**src/rtl/conv_pkg.sv**
```systemverilog
// Shared constants and FSM encoding for the conv layer 2 frame sequencer.
// Pure declarations; no latency or backpressure of its own.
package conv_pkg;
    localparam int C2_WIDTH  = 13;
    localparam int C2_HEIGHT = 13;
    localparam int C2_K      = 3;
    localparam int C2_IN_CH  = 8;
    localparam int C2_OUT_CH = 16;
    localparam int C2_NPIX   = C2_WIDTH * C2_HEIGHT;
    localparam int C2_NOUT   = (C2_WIDTH - C2_K + 1) * (C2_HEIGHT - C2_K + 1);

    typedef enum logic [2:0] {
        C2_IDLE,
        C2_STREAM,
        C2_FLUSH,
        C2_DRAIN,
        C2_DONE
    } c2_state_e;
endpackage

```
**src/rtl/conv2_res_collector.sv**
```systemverilog
// Captures conv layer 2 results into the result-memory write port, capped at NOUT per frame.
// Latency: one cycle from conv_valid to res_wr_en; no backpressure, results past the cap are dropped.
module conv2_res_collector
    import conv_pkg::*;
#(
    parameter int OUT_CH = C2_OUT_CH,
    parameter int RES_AW = 7,
    parameter int NOUT   = C2_NOUT
) (
    input  logic              clk,
    input  logic              rst_n,
    input  logic              clr,
    input  logic              en,
    input  logic              conv_valid,
    input  logic [OUT_CH-1:0] conv_out,
    output logic              res_wr_en,
    output logic [RES_AW-1:0] res_wr_addr,
    output logic [OUT_CH-1:0] res_wr_data,
    output logic              full
);
    logic [RES_AW-1:0] cnt_q, cnt_d;
    logic [RES_AW-1:0] addr_q, addr_d;
    logic [OUT_CH-1:0] data_q, data_d;
    logic              wr_en_q, wr_en_d;
    logic              take;

    // Counter stops at NOUT, so it can never wrap back onto written slots.
    assign full = (cnt_q == RES_AW'(NOUT));
    assign take = en && conv_valid && !full;

    always_comb begin
        cnt_d   = cnt_q;
        addr_d  = addr_q;
        data_d  = data_q;
        wr_en_d = 1'b0;
        if (clr) begin
            cnt_d = '0;
        end else if (take) begin
            wr_en_d = 1'b1;
            addr_d  = cnt_q;
            data_d  = conv_out;
            cnt_d   = cnt_q + 1'b1;
        end
    end

    always_ff @(posedge clk or negedge rst_n) begin
        if (!rst_n) begin
            cnt_q   <= '0;
            addr_q  <= '0;
            data_q  <= '0;
            wr_en_q <= 1'b0;
        end else begin
            cnt_q   <= cnt_d;
            addr_q  <= addr_d;
            data_q  <= data_d;
            wr_en_q <= wr_en_d;
        end
    end

    assign res_wr_en   = wr_en_q;
    assign res_wr_addr = addr_q;
    assign res_wr_data = data_q;
endmodule

```
**src/rtl/conv2_frame_seq.sv**
```systemverilog
// Streams one WIDTHxHEIGHT map to conv layer 2 gap-free and collects its results; CONV2_SEQ_WATCHDOG_EN adds a DRAIN watchdog.
// Latency: pixel n on pixel_out 2 cycles after address n; backpressure: none, start ignored while busy.
module conv2_frame_seq
    import conv_pkg::*;
#(
    parameter int WIDTH     = C2_WIDTH,
    parameter int HEIGHT    = C2_HEIGHT,
    parameter int K         = C2_K,
    parameter int IN_CH     = C2_IN_CH,
    parameter int OUT_CH    = C2_OUT_CH,
    parameter int FM_AW     = 8,
    parameter int RES_AW    = 7,
    parameter int DRAIN_MAX = 64
) (
    input  logic              clk,
    input  logic              rst_n,
    input  logic              start,
    output logic              busy,
    output logic              done,
    output logic              fm_rd_en,
    output logic [FM_AW-1:0]  fm_rd_addr,
    input  logic [IN_CH-1:0]  fm_rd_data,
    output logic              conv_rst_n,
    output logic [IN_CH-1:0]  pixel_out,
    input  logic [OUT_CH-1:0] conv_out,
    input  logic              conv_valid,
    output logic              res_wr_en,
    output logic [RES_AW-1:0] res_wr_addr,
    output logic [OUT_CH-1:0] res_wr_data,
    output logic              err
);
    localparam int NPIX = WIDTH * HEIGHT;
    localparam int NOUT = (WIDTH - K + 1) * (HEIGHT - K + 1);
    localparam logic [FM_AW-1:0] LAST_PIX = FM_AW'(NPIX - 1);

    c2_state_e         state_q, state_d;
    logic [FM_AW-1:0]  pix_q, pix_d;
    logic              flush_q, flush_d;
    logic              rd_vld_q;
    logic [IN_CH-1:0]  pixel_q, pixel_d;
    logic              conv_rst_n_q, conv_rst_n_d;
    logic              accept, active, res_full;
`ifdef CONV2_SEQ_WATCHDOG_EN
    localparam int DW = $clog2(DRAIN_MAX + 1);
    logic [DW-1:0]     drain_q, drain_d;
    logic              err_q, err_d;
`endif

    assign accept = (state_q == C2_IDLE) && start;
    assign active = (state_q == C2_STREAM) || (state_q == C2_FLUSH) || (state_q == C2_DRAIN);

    always_comb begin
        state_d = state_q;
        pix_d   = pix_q;
        flush_d = flush_q;
`ifdef CONV2_SEQ_WATCHDOG_EN
        err_d   = err_q;
        drain_d = (state_q == C2_DRAIN) ? drain_q + 1'b1 : '0;
`endif
        case (state_q)
            C2_IDLE: begin
                if (start) begin
                    state_d = C2_STREAM;
                    pix_d   = '0;
`ifdef CONV2_SEQ_WATCHDOG_EN
                    err_d   = 1'b0;
`endif
                end
            end
            C2_STREAM: begin
                if (pix_q == LAST_PIX) begin
                    state_d = C2_FLUSH;
                    flush_d = 1'b0;
                end else begin
                    pix_d = pix_q + 1'b1;
                end
            end
            // Two cycles covers the memory read plus the pixel register.
            C2_FLUSH: begin
                if (flush_q) state_d = C2_DRAIN;
                else         flush_d = 1'b1;
            end
            C2_DRAIN: begin
                if (res_full) begin
                    state_d = C2_DONE;
`ifdef CONV2_SEQ_WATCHDOG_EN
                end else if (drain_q == DW'(DRAIN_MAX - 1)) begin
                    state_d = C2_DONE;
                    err_d   = 1'b1;
`endif
                end
            end
            C2_DONE: state_d = C2_IDLE;
            default: state_d = C2_IDLE;
        endcase

        // Layer leaves reset together with pixel 0 and re-enters it on DONE.
        conv_rst_n_d = ((state_d == C2_STREAM) || (state_d == C2_FLUSH) || (state_d == C2_DRAIN))
                       && (conv_rst_n_q || rd_vld_q);
        pixel_d      = rd_vld_q ? fm_rd_data : '0;
    end

    always_ff @(posedge clk or negedge rst_n) begin
        if (!rst_n) begin
            state_q      <= C2_IDLE;
            pix_q        <= '0;
            flush_q      <= 1'b0;
            rd_vld_q     <= 1'b0;
            pixel_q      <= '0;
            conv_rst_n_q <= 1'b0;
        end else begin
            state_q      <= state_d;
            pix_q        <= pix_d;
            flush_q      <= flush_d;
            rd_vld_q     <= fm_rd_en;
            pixel_q      <= pixel_d;
            conv_rst_n_q <= conv_rst_n_d;
        end
    end

`ifdef CONV2_SEQ_WATCHDOG_EN
    always_ff @(posedge clk or negedge rst_n) begin
        if (!rst_n) begin
            drain_q <= '0;
            err_q   <= 1'b0;
        end else begin
            drain_q <= drain_d;
            err_q   <= err_d;
        end
    end
    assign err = err_q;
`else
    assign err = 1'b0;
`endif

    conv2_res_collector #(
        .OUT_CH (OUT_CH),
        .RES_AW (RES_AW),
        .NOUT   (NOUT)
    ) u_collect (
        .clk         (clk),
        .rst_n       (rst_n),
        .clr         (accept),
        .en          (active),
        .conv_valid  (conv_valid),
        .conv_out    (conv_out),
        .res_wr_en   (res_wr_en),
        .res_wr_addr (res_wr_addr),
        .res_wr_data (res_wr_data),
        .full        (res_full)
    );

    assign busy       = (state_q != C2_IDLE);
    assign done       = (state_q == C2_DONE);
    assign fm_rd_en   = (state_q == C2_STREAM);
    assign fm_rd_addr = pix_q;
    assign conv_rst_n = conv_rst_n_q;
    assign pixel_out  = pixel_q;
endmodule

```
**config.mk**
```make
export PLATFORM = sky130hd
export DESIGN_NAME = conv2_frame_seq
export DESIGN_NICKNAME = d
export VERILOG_FILES = /design/src/rtl/conv_pkg.sv /design/src/rtl/conv2_res_collector.sv /design/src/rtl/conv2_frame_seq.sv
export SDC_FILE = /design/constraint.sdc
export NUM_CORES = 1
export LEC_CHECK = 0
export ABC_CLOCK_PERIOD_IN_PS = 2600
export CAP_MARGIN = 5
export CELL_PAD_IN_SITES_DETAIL_PLACEMENT = 1
export CELL_PAD_IN_SITES_GLOBAL_PLACEMENT = 2
export CORE_AREA = 3 3 94 96
export CTS_CLUSTER_DIAMETER = 200
export DETAILED_ROUTE_END_ITERATION = 12
export DIE_AREA = 0 0 97 99
export PLACE_DENSITY_LB_ADDON = 0.1
export SETUP_SLACK_MARGIN = 0.3
export SLEW_MARGIN = 0
export SYNTH_ARGS = -nofsm -noshare
export SYNTH_HDL_FRONTEND = slang
export SYNTH_HIERARCHICAL = 1
export SYNTH_SLANG_ARGS = --single-unit
```
**constraint.sdc**
```tcl
create_clock -name clk -period 2.6 [get_ports clk]
set_input_delay 0.52 -clock clk [delete_from_list [all_inputs] [get_ports clk]]
set_output_delay 0.52 -clock clk [all_outputs]
set_load 0.02 [all_outputs]
```
==> impl_metrics.tcl <==
set metrics [dict create \
    fin_crit_ns 2.19 \
    clkTransAtPathRegs_ns 0.11 \
    power_frac_comb_pct 25.4 \
    syn_area_mm2 0.00242 \
    maxCapViolCount 0 \
    dr_total_vias 1689 \
    start_kind "flip-flop" \
    htree_levels 2 \
    grt_pass1_wl_mm 9.39 \
    critPathTopFamily "buffers and inverters" \
    worst_slack_ns 0.413 \
    crit_buf_inv 2 \
    finalCritPeriodShare_pct 84.1 \
    die_w_um 97 \
    slowest_stage "clkdlybuf4s50_1" \
    gr-usage-all-layers_pct 12.1 \
    first_pass_iters 4 \
    endpoint_kind "output pin" \
    ir_drop_mv 0.251 \
    hold_class "input port to async pin" \
    rsz0062_at_grt "no" \
    cts.sinks 53 \
    power_mw 2.33 \
    slowest_delay_ns 0.54 \
    n_antenna_cell 0 \
    routed_wl_mm 5.57 \
    netSwitchingFraction_pct 28.3 \
    crit_arrival_ns 1.67 \
    tritoncts "yes" \
    grt_max_degree 54 \
    synth.avg_cell_area_um2 12.6 \
    clk_latency_ns 0.31 \
    antenna_found_initial 0 \
    design.portCount 73 \
    start_util_pct 29.7 \
    drt-initial-drc-count 37 \
    fp.dieArea_mm2 0.00960 \
    clockBufferDepth 2 \
    dp_hpwl_mm 4.00 \
    final_layout_size_suffix_gt1_share_pct 18.5 \
    tns_ns 0 \
    postRouteAntennaNets 0 \
    max_freq_mhz 457 \
    status "completed" \
    path_class "flip-flop to output pin" \
    p_seq_share_pct 45.4 \
    p_int_mw 1.67 \
    cp_max_fo 9 \
    finalSetupViolations 0 \
    dp_slack_ns 0.166 \
    relSlewSlack_pct 54.7 \
    fillCellCount 888 \
    cts_buffers 5 \
    grt_pass1_vias 1772 \
    ys_seq_area_share_pct 54.9 \
    areaGrowthSynthToFinish_pct 39.9 \
    ys_ff_latch 53 \
    leakage_nw 1.47 \
    fp-row-count 33 \
    avgRoutedWirePerCell_um 14.8 \
    drv_slew 0 \
    hold_viol_final 0 \
    pwr-share-clk_pct 29.1 \
    synth_nets 224 \
    root_buffer "clkbuf_8" \
    cp_cell_sequence "nor3_1, inv_1, clkdlybuf4s50_1" \
    tightest_slew_ns 0.680 \
    p_sw_uw 659 \
    drcViolationCount 0 \
    synth.distinct_cells 41 \
    required_ns 2.08 \
    power_density_mw_per_mm2 689 \
    overflow 0 \
    final_common_cell "clkdlybuf4s50_1" \
    fp.dieH_um 99 \
    synth_warnings 6 \
    final_nets 302 \
    coreArea_mm2 0.00813 \
    gp_congestion 0.715 \
    postSynthCellCount 192 \
    fin_skew_ns 0.0158 \
    vias_per_cell 4.49 \
    port_buffers 71 \
    layout_common_cells "68 x clkdlybuf4s50_1, 52 x dfrtp_1, 18 x mux2_4" \
]
worst paths after layout:
| path | startpoint | slack, ns | cells after the start | end |
|---|---|---|---|---|
| min in group clk | u_collect/res_wr_data[14]$_DFFE_PN0P_ | 0.51 | 1 | u_collect/res_wr_data[14]$_DFFE_PN0P_ |
| worst min register to register | u_collect/res_wr_data[14]$_DFFE_PN0P_ | 0.51 | 1 | u_collect/res_wr_data[14]$_DFFE_PN0P_ |
| max in group asynchronous | rst_n | 1.78 | 2 | state_q[2]$_DFF_PN0_ |
| worst max-delay path | state_q[2]$_DFF_PN0_ | 0.41 | 3 | busy |
| worst min-delay path | rst_n | 0.33 | 2 | u_collect/res_wr_addr[0]$_DFFE_PN0P_ |
| worst max register to register | state_q[2]$_DFF_PN0_ | 0.43 | 7 | u_collect/res_wr_addr[4]$_DFFE_PN0P_ |
synthesized netlist by cell type (all sizes together):
library cell | number | share of area [%]
conb | 1 | 0.16
and3b | 1 | 0.41
or3 | 4 | 1.1
and2 | 8 | 2.1
o31ai | 3 | 1.1
nor2 | 13 | 2.0
ha | 4 | 2.1
nor3 | 4 | 0.83
and4 | 1 | 0.36
and3 | 2 | 0.52
o211ai | 1 | 0.31
buf | 5 | 2.9
a22o | 1 | 0.36
dfrtp | 53 | 55
a21bo | 1 | 0.41
inv | 11 | 1.7
nand2 | 10 | 1.6
nor3b | 2 | 1.1
nand4 | 4 | 1.0
o22a | 1 | 0.36
o21ai | 8 | 2.1
clkbuf | 2 | 0.31
a21oi | 9 | 1.9
nand3b | 2 | 1.1
nor2b | 1 | 0.26
mux2 | 24 | 14
xor2 | 4 | 1.4
or4 | 1 | 0.31
o21bai | 1 | 0.31
nand4bb | 1 | 0.47
mux2i | 2 | 0.83
nand3 | 7 | 1.7
final cells by class:
cell class / instances / area [µm²] / area share (%)
Clock buffer: 5 / 68.8 / 2.03
Clock inverter: 3 / 68.8 / 2.03
Inverter: 11 / 41.3 / 1.22
Multi-Input combinational cell: 121 / 972 / 28.7
Sequential cell: 53 / 1330 / 39.3
Tap cell: 105 / 131 / 3.88
Timing Repair Buffer: 78 / 772 / 22.8
state kept, by name, summed over array words and instances, names as in the netlist, 3 cells and up:
name                   flops
u_collect/res_wr_data     16
fm_rd_addr                 8
pixel_out                  8
u_collect/cnt_q            7
u_collect/res_wr_addr      7
state_q                    3
what timing repair did:
action                     in CTS  in global routing
hold buffers                    0                  0
setup endpoints to repair       2                  1
gates resized for setup         2                  1
setup buffers                   0                  0
per-stage QoR:
stage	util, %	hold slack (ns)	cells	area (µm²)
4_1_cts	41.5	0.361	376	3380
6_report	41.6	0.331	376	3380
5_1_grt	41.6	0.386	376	3380
3_3_place_gp	39.9	0.493	368	3240
3_5_place_dp	39.9	0.494	368	3240
2_1_floorplan	-	0.224	192	2420
worst register-to-register path: cells and delay by family, from the launching register on:
kind,cells,cell delay (ns)
muxes,1,0.30
and+or+nand+nor,3,0.65
AOI/OAI and AO/OA,1,0.23
buffers and inverters,2,0.37
DFF,1,0.50
per-layer routing:
layer  up-vias  part of all wire, %  global-route usage, %
li1        814                    -                      -
met1       820                   51                   17.4
met2        51                   43                   18.2
met3         4                  4.8                   2.90
met4         0                  1.1                   3.56
met5         -                    0                      0
power groups by stage:
stage	clock (mW)	sequential [mW]	combinational (mW)
floorplan	0	1.14	0.252
global placement	0	1.08	0.590
detailed placement	0	1.08	0.599
CTS	0.704	1.06	0.602
global route	0.736	1.08	0.643
finish	0.679	1.06	0.592
logic make-up (layout without fill, tap and decap cells):
| kind of cell | after synthesis | count (layout) | synth area share, % |
|---|---|---|---|
| DFF | 53 | 53 | 54.9 |
| xor gates and xnor gates | 4 | 4 | 1.45 |
| and+or+nand+nor | 61 | 61 | 14.9 |
| AOI/OAI and AO/OA | 25 | 25 | 6.88 |
| other | 1 | 1 | 0.155 |
| buffers and inverters | 18 | 97 | 4.92 |
| muxes | 26 | 26 | 14.8 |
| adders and majority gates | 4 | 4 | 2.07 |
Note: power is estimated with default switching activity, not from simulation.
